<file path="src/rtl/leaf_parent_responder.sv">
// Leaf-side endpoint of the root-hub parent link: decodes command words, runs and times
// decodes, streams the result RAM and answers pings over a registered valid/ready uplink.
module leaf_parent_responder #(
  parameter int FPGA_ID          = 1,
  parameter int NUM_CONTEXTS     = 2,
  parameter int NUM_RESULT_WORDS = 64,
  localparam int CTX_W  = (NUM_CONTEXTS > 1) ? $clog2(NUM_CONTEXTS) : 1,
  localparam int ADDR_W = (NUM_RESULT_WORDS > 1) ? $clog2(NUM_RESULT_WORDS) : 1
) (
  input  logic              clk,
  input  logic              reset,
  input  logic [63:0]       parent_rx_data,
  input  logic              parent_rx_valid,
  output logic              parent_rx_ready,
  output logic [63:0]       parent_tx_data,
  output logic              parent_tx_valid,
  input  logic              parent_tx_ready,
  output logic              decode_start,
  output logic [CTX_W-1:0]  decode_context,
  input  logic              decode_done,
  output logic              result_rd_en,
  output logic [ADDR_W-1:0] result_rd_addr,
  input  logic [31:0]       result_rd_data
);

  typedef enum logic [2:0] {
    S_IDLE,
    S_WAIT_DONE,
    S_RD_REQ,
    S_RD_WAIT,
    S_RD_SEND,
    S_SEND
  } state_t;

  localparam logic [7:0] MY_ID    = 8'(FPGA_ID);
  localparam logic [6:0] LAST_IDX = 7'(NUM_RESULT_WORDS - 1);

  state_t      state;
  logic [6:0]  rd_idx;
  logic [31:0] cycle_cnt;

  logic [7:0]  rx_op;
  logic [7:0]  rx_dest;
  logic [39:0] rx_payload;
  logic        accept;
  logic        for_me;
  logic        tx_fire;
  logic        unused_src;

  assign rx_op      = parent_rx_data[63:56];
  assign rx_dest    = parent_rx_data[55:48];
  assign rx_payload = parent_rx_data[39:0];
  assign unused_src = ^parent_rx_data[47:40];
  assign accept     = parent_rx_valid & parent_rx_ready;
  assign for_me     = (rx_dest == MY_ID) || (rx_dest == 8'hFF);
  assign tx_fire    = parent_tx_valid & parent_tx_ready;

  function automatic logic [63:0] resp_word(input logic [7:0] op, input logic [39:0] payload);
    return {op, 8'h00, MY_ID, payload};
  endfunction

  function automatic logic [31:0] sat_inc(input logic [31:0] v);
    return (v == 32'hFFFF_FFFF) ? v : v + 32'd1;
  endfunction

  always_ff @(posedge clk or negedge reset) begin
    if (!reset) begin
      state           <= S_IDLE;
      parent_rx_ready <= 1'b0;
      parent_tx_data  <= '0;
      parent_tx_valid <= 1'b0;
      decode_start    <= 1'b0;
      decode_context  <= '0;
      result_rd_en    <= 1'b0;
      result_rd_addr  <= '0;
      rd_idx          <= '0;
      cycle_cnt       <= '0;
    end else begin
      decode_start    <= 1'b0;
      result_rd_en    <= 1'b0;
      // Ready drops right after an accept so a second word is never taken while busy.
      parent_rx_ready <= (state == S_IDLE) && !accept;
      case (state)
        S_IDLE: begin
          if (accept && for_me) begin
            case (rx_op)
              8'h01: begin
                decode_start   <= 1'b1;
                decode_context <= rx_payload[CTX_W-1:0];
                cycle_cnt      <= '0;
                state          <= S_WAIT_DONE;
              end
              8'h02: begin
                rd_idx         <= '0;
                result_rd_en   <= 1'b1;
                result_rd_addr <= '0;
                state          <= S_RD_REQ;
              end
              8'h03: begin
                parent_tx_data  <= resp_word(8'h83, rx_payload);
                parent_tx_valid <= 1'b1;
                state           <= S_SEND;
              end
              default: begin
                parent_tx_data  <= resp_word(8'hFF, {32'h0, rx_op});
                parent_tx_valid <= 1'b1;
                state           <= S_SEND;
              end
            endcase
          end
        end
        S_WAIT_DONE: begin
          // A done coincident with the start pulse belongs to an earlier job.
          if (decode_done && !decode_start) begin
            parent_tx_data  <= resp_word(8'h84, {8'(decode_context), cycle_cnt});
            parent_tx_valid <= 1'b1;
            state           <= S_SEND;
          end else begin
            cycle_cnt <= sat_inc(cycle_cnt);
          end
        end
        S_RD_REQ: state <= S_RD_WAIT;
        S_RD_WAIT: begin
          parent_tx_data  <= resp_word(8'h82, {(rd_idx == LAST_IDX), rd_idx, result_rd_data});
          parent_tx_valid <= 1'b1;
          state           <= S_RD_SEND;
        end
        S_RD_SEND: begin
          if (tx_fire) begin
            parent_tx_valid <= 1'b0;
            if (rd_idx == LAST_IDX) begin
              state <= S_IDLE;
            end else begin
              rd_idx         <= rd_idx + 7'd1;
              result_rd_en   <= 1'b1;
              result_rd_addr <= ADDR_W'(rd_idx + 7'd1);
              state          <= S_RD_REQ;
            end
          end
        end
        S_SEND: begin
          if (tx_fire) begin
            parent_tx_valid <= 1'b0;
            state           <= S_IDLE;
          end
        end
        default: state <= S_IDLE;
      endcase
    end
  end

endmodule

</file>
<file path="config.mk">
export PLATFORM = sky130hd
export DESIGN_NAME = leaf_parent_responder
export DESIGN_NICKNAME = d
export VERILOG_FILES = /design/src/rtl/leaf_parent_responder.sv
export SDC_FILE = /design/constraint.sdc
export NUM_CORES = 1
export LEC_CHECK = 0
export BUFFER_PORTS_ARGS = -buffer_cell sky130_fd_sc_hd__buf_2
export CAP_MARGIN = 20
export CORE_ASPECT_RATIO = 0.5
export CORE_UTILIZATION = 55
export DETAILED_ROUTE_END_ITERATION = 8
export HOLD_SLACK_MARGIN = 0.1
export PLACE_DENSITY_LB_ADDON = 0.15
export SYNTH_ARGS = -nofsm -noshare
export SYNTH_HDL_FRONTEND = slang
export SYNTH_SLANG_ARGS = --single-unit
</file>
<file path="constraint.sdc">
create_clock -name clk -period 5 [get_ports clk]
set_input_delay 0.75 -clock clk [delete_from_list [all_inputs] [get_ports clk]]
set_output_delay 0.75 -clock clk [all_outputs]
set_load 0.05 [all_outputs]
</file>
# After elaboration in Yosys (flattened, before gate mapping)
# Index checks and enable logic that the tools add are counted.
# W data, S select, Z words.
[totals] regBits=117 latch_bits=0 ram_bits=0 mem_bits_ro=0 output_inout_bits=75 memories=0
[op_classes] add_sub_neg=2 mul=0 div=0 magnitude_cmp=0 n_eq_ne=23 shifts=0 mux=39 n_bitwise=2 n_reduce_logical=19
[ops] cell="$pmux W64 S3" n=1
[ops] cell="$mux W32" n=4
[ops] cell="$mux W64" n=2
[ops] cell="$pmux W64 S2" n=1
[ops] cell="$pmux W32 S2" n=1
[ops] cell="$add A32 B1 Y32 const B" n=1
[ops] cell="$eq A32 B32 Y1 const B" n=1
[ops] cell="$mux W7" n=4
[ops] cell="$mux W6" n=4
[ops] cell="$pmux W3 S6" n=1
[ops] cell="$eq A8 B1 Y1 const B" n=2
[ops] cell="$eq A8 B2 Y1 const B" n=2
[ops] cell="$reduce_and A5 Y1" n=3
[ops] cell="$ne A2 B2 Y1 const B" n=7
[ops] cell="$pmux W7 S2" n=1
[ops] cell="$mux W3" n=4
[ops] cell="$pmux W6 S2" n=1
[ops] cell="$mux W1" n=11
[ops] cell="$eq A8 B8 Y1 const B" n=1
[ops] cell="$ne A2 B1 Y1 const B" n=4
[ops] cell="$reduce_and A4 Y1" n=2
[ops] cell="$add A7 B1 Y7 const B" n=1
[ops] cell="$eq A7 B6 Y1 const B" n=1
[ops] cell="$eq A3 B2 Y1 const B" n=2
[ops] cell="16 further kinds" n=23

# Logic depth before layout (Yosys ltp)
[depth] ltp_word=5 mapped_depth=9

# Least setup slack after synthesis
# No wires, ideal clock.
[synth_timing] path_kind="input to register" start="in parent_rx_data[61]" end="reg parent_tx_data[58]" setup_ns=0.096 arrival_ns=2.329 slack_ns=2.575 cell_stages=8 n_path_buf=2 cell_sequence="nor4_1 -> and2_1 -> a31oi_1 -> o211ai_1 -> clkbuf_1 -> clkbuf_1 -> nand2_1 -> o31ai_1"
[synth_via] elab_chain_len=5 elab_cells_between_ends=9 classes_between="eq/ne: 4; mux: 3; reduce/logical: 2"
[synth_rtl] element="from (decl)" line_no="12" text="input logic [63:0] parent_rx_data,"
[synth_rtl] element="$eq A8 B2 Y1 / $eq A8 B1 Y1 (equally long branches)" line_no="86" text="case (rx_op)"
[synth_rtl] element="$reduce_or A2 Y1 (no line)"
[synth_rtl] element="$pmux W64 S2" line_no="86"
[synth_rtl] element="$mux W64" line_no="85" text="if (accept && for_me) begin"
[synth_rtl] element="$pmux W64 S3" line_no="83" text="case (state)"
[synth_rtl] element="to (signal assigned)" line_no="100" text="parent_tx_data <= resp_word(8'h83, rx_payload);"
[synth_rtl] element="to (signal assigned)" line_no="105" text="parent_tx_data <= resp_word(8'hFF, {32'h0, rx_op});"
[synth_rtl] element="to (signal assigned)" line_no="115" text="parent_tx_data <= resp_word(8'h84, {8'(decode_context), cycle_cnt});"
[synth_rtl] element="to (decl)" line_no="15" text="output logic [63:0] parent_tx_data,"
# Several ways; a longest one is shown, not always the timed one. The select of a mux whose other input is x is not followed.
# A chain may end at the register's enable or synchronous reset.

# Final worst setup path
[layout_timing] start="reg state[1]" end="reg parent_tx_data[14]"
[layout_via] elab_chain_len=3 elab_cells_between_ends=9 classes_between="eq/ne: 5; mux: 1; reduce/logical: 3"
[layout_rtl] element="from (decl)" line_no="38" text="state_t state;"
[layout_rtl] element="from (signal assigned)" line_no="68" text="state <= S_IDLE;"
[layout_rtl] element="from (signal assigned)" line_no="91" text="state <= S_WAIT_DONE;"
[layout_rtl] element="from (signal assigned)" line_no="97" text="state <= S_RD_REQ;"
[layout_rtl] element="$eq A3 B1 Y1, or another cell as far along" line_no="83"
[layout_rtl] element="$ne A2 B2 Y1 (no line), or another cell as far along"
[layout_rtl] element="$reduce_and A4 Y1 (no line)"
# Several ways; a longest one is shown, not always the timed one.

==> impl_metrics.tcl <==
set metrics [dict create \
    status "complete, no violations" \
    h-tree-depth 3 \
    root_buffer "clkbuf_16" \
    maxCapViolations 0 \
    worstMarginPinSlew_ns 1.12 \
    vias_per_cell 5.96 \
    cp-end-kind "flip-flop" \
    drt-total-wl_um 14400 \
    skew_ns 0.00487 \
    cp_data_arrival_time_ns 3.71 \
    grt-ovfl-total 0 \
    grt_max_degree 66 \
    slew_headroom_pct 25.6 \
    drc 0 \
    routedWlPerCell_um 17.0 \
    synth_most_common_cell "dfrtp_1" \
    leakage_uw 0.00283 \
    path_class "flip-flop to flip-flop" \
    rows 24 \
    hpwlAfterDp_um 10400 \
    synth_top_area_share_pct 43.7 \
    multi_input_area_mm2 0.00261 \
    finalCritPeriodShare_pct 70.3 \
    period_minus_slack_ns 3.52 \
    hold_viol_final 0 \
    core_area_mm2 0.00901 \
    seqCellArea_mm2 0.00230 \
    portBuffers 152 \
    synth_warnings 0 \
    place_congestion 0.965 \
    synthArstFlopShare_pct 100 \
    startpoint "state[1]" \
    post-cts-setup-buffers 0 \
    areaGrowthSynthToFinish_pct 17.5 \
    dieArea_mm2 0.0100 \
    cts-resized-gates 0 \
    ys_ff_latch 92 \
    insertion_delay_ns 0.34 \
    yosys.area.top_type "dfrtp_1" \
    synth_ff_type "dfrtp_1" \
    setup_viol 0 \
    grt_pass1_vias 4529 \
    path_max_fanout 51 \
    cts_buffers 9 \
    n_antenna_cell 0 \
    r2r_start "state[1]" \
    crit_required_ns 5.20 \
    first_pass_iters 5 \
    min_from "parent_tx_data[34]" \
    num_vias 5051 \
    die-width_um 140 \
    grt_pass1_wl_um 23100 \
    vdd_drop_max_mv 0.262 \
    final_antenna_net_count 0 \
    cts_tree "done" \
    power_uw 3340 \
    tns_ns 0 \
    path_clk_slew_ns 0.07 \
    drv_slew 0 \
    cts_hold_buffers 0 \
    fin_util_pct 68.8 \
    min_path_type "flip-flop to flip-flop" \
    n_fill_cell 752 \
    clock_sinks 92 \
    synth_cells 605 \
    fin_nets 829 \
    synth.cell_area_mm2 0.00527 \
    io_pins 176 \
    netlist_top_cells_area "dfrtp_1, o21ai_0, mux2i_1" \
    ys_seq_area_share_pct 43.7 \
    avgSynthCellArea_um2 8.71 \
    drtIter0Drc 455 \
    drive_above_1_share_pct 26.4 \
    gr-usage-all-layers_pct 29.9 \
    grt_setup_unrepaired "false" \
    die_h_um 71.2 \
    synth-edff-count 0 \
    layout.cells.non_filler 848 \
    start_util_pct 58.5 \
    antenna_found_initial 0 \
    place_inst 832 \
    fmax_mhz 284 \
    worst_setup_path_start_kind "flip-flop" \
    powerDensity_mw_per_mm2 539 \
    cts.path.max_buffers 2 \
    synthTopCellsByCount "dfrtp_1, nand2_1, o21ai_0" \
    yosysUniqueCellTypes 63 \
]
-- worst max-delay path, cell delays in order, from the launching register on --
cell and delay, ns:
dfrtp_2 0.80, or3b_1 0.72, nor2_1 0.51, a31oi_1 0.16
o211ai_1 0.44, buf_4 0.52, o21ai_0 0.19
-- path summary, 6_finish.rpt --
kind | slack (ns) | endpoint | cells past startpoint
max in group asynchronous | 3.58 | cycle_cnt[5] | 2
worst max register to register | 1.48 | parent_tx_data[14] | 6
worst max-delay path | 1.48 | parent_tx_data[14] | 6
worst min-delay path | 0.47 | parent_tx_data[34] | 2
worst min register to register | 0.47 | parent_tx_data[34] | 2
min in group asynchronous | 0.49 | parent_tx_valid | 1
-- per-layer routing --
layer | vias to the layer above | wire length [um] | track usage, %
li1 | 2375 | - | -
met1 | 2412 | 6320 | 41.5
met2 | 230 | 6780 | 49.0
met3 | 34 | 1070 | 5.41
met4 | 0 | 265 | 8.09
met5 | - | 0 | 0
-- sequential cells by signal (all words and copies together) (netlist names), 2 cells and up --
name / flops
rd_idx: 2
parent_tx_data: 45
result_rd_addr: 5
state: 3
cycle_cnt: 32
-- power by group --
part	internal [uW]	switching (uW)	total [uW]
Sequential	966	316	1280
Clock	343	310	653
Combinational	407	999	1410
Total	1720	1620	3340
-- cell usage in the layout, fill, tap and decap left out, drive strengths merged, types with 3 or more instances in the layout --
cell	instances
a21o	10
a21oi	39
a221oi	7
a22oi	8
a31oi	5
and2	5
and3	8
and4	5
buf	158
clkbuf	9
conb	15
dfrtp	92
inv	16
mux2i	34
nand2	75
nand3	20
nand4	13
nor2	58
nor2b	3
nor3	11
nor3b	3
nor4	7
o211ai	3
o21ai	76
o21bai	5
o31ai	5
o41ai	3
or3	6
-- final cells by class --
type                            count  area share (%)
Tap cell                          117            2.36
Clock buffer                        9            3.64
Sequential cell                    92            37.2
Timing Repair Buffer              158            13.0
Clock inverter                      7           0.889
Multi-Input combinational cell    453            42.2
Inverter                           12           0.727
-- kinds of logic (layout without fill, tap and decap cells) --
group,count (synthesis),count (layout),synth area share (%)
AO/OA/AOI/OAI,174,174,19.9
adder cells (fa/ha/maj),2,2,0.475
other,1,15,0.0711
multiplexers,36,36,6.88
buffers and inverters,74,186,7.93
AND/OR/NAND/NOR,224,224,20.7
flip-flops,92,92,43.7
XOR/XNOR,2,2,0.332
-- through the flow --
step                      instance area [um^2]  setup slack, ns  hold slack, ns
final                                     6190             1.48           0.474
after detailed placement                  5910             1.60           0.458
after global placement                    5910             1.64           0.453
after floorplan                           5320             2.58           0.454
after CTS                                 6190             1.57           0.467
after global routing                      6190             1.26           0.494
Note: power is estimated with default switching activity, not from simulation.
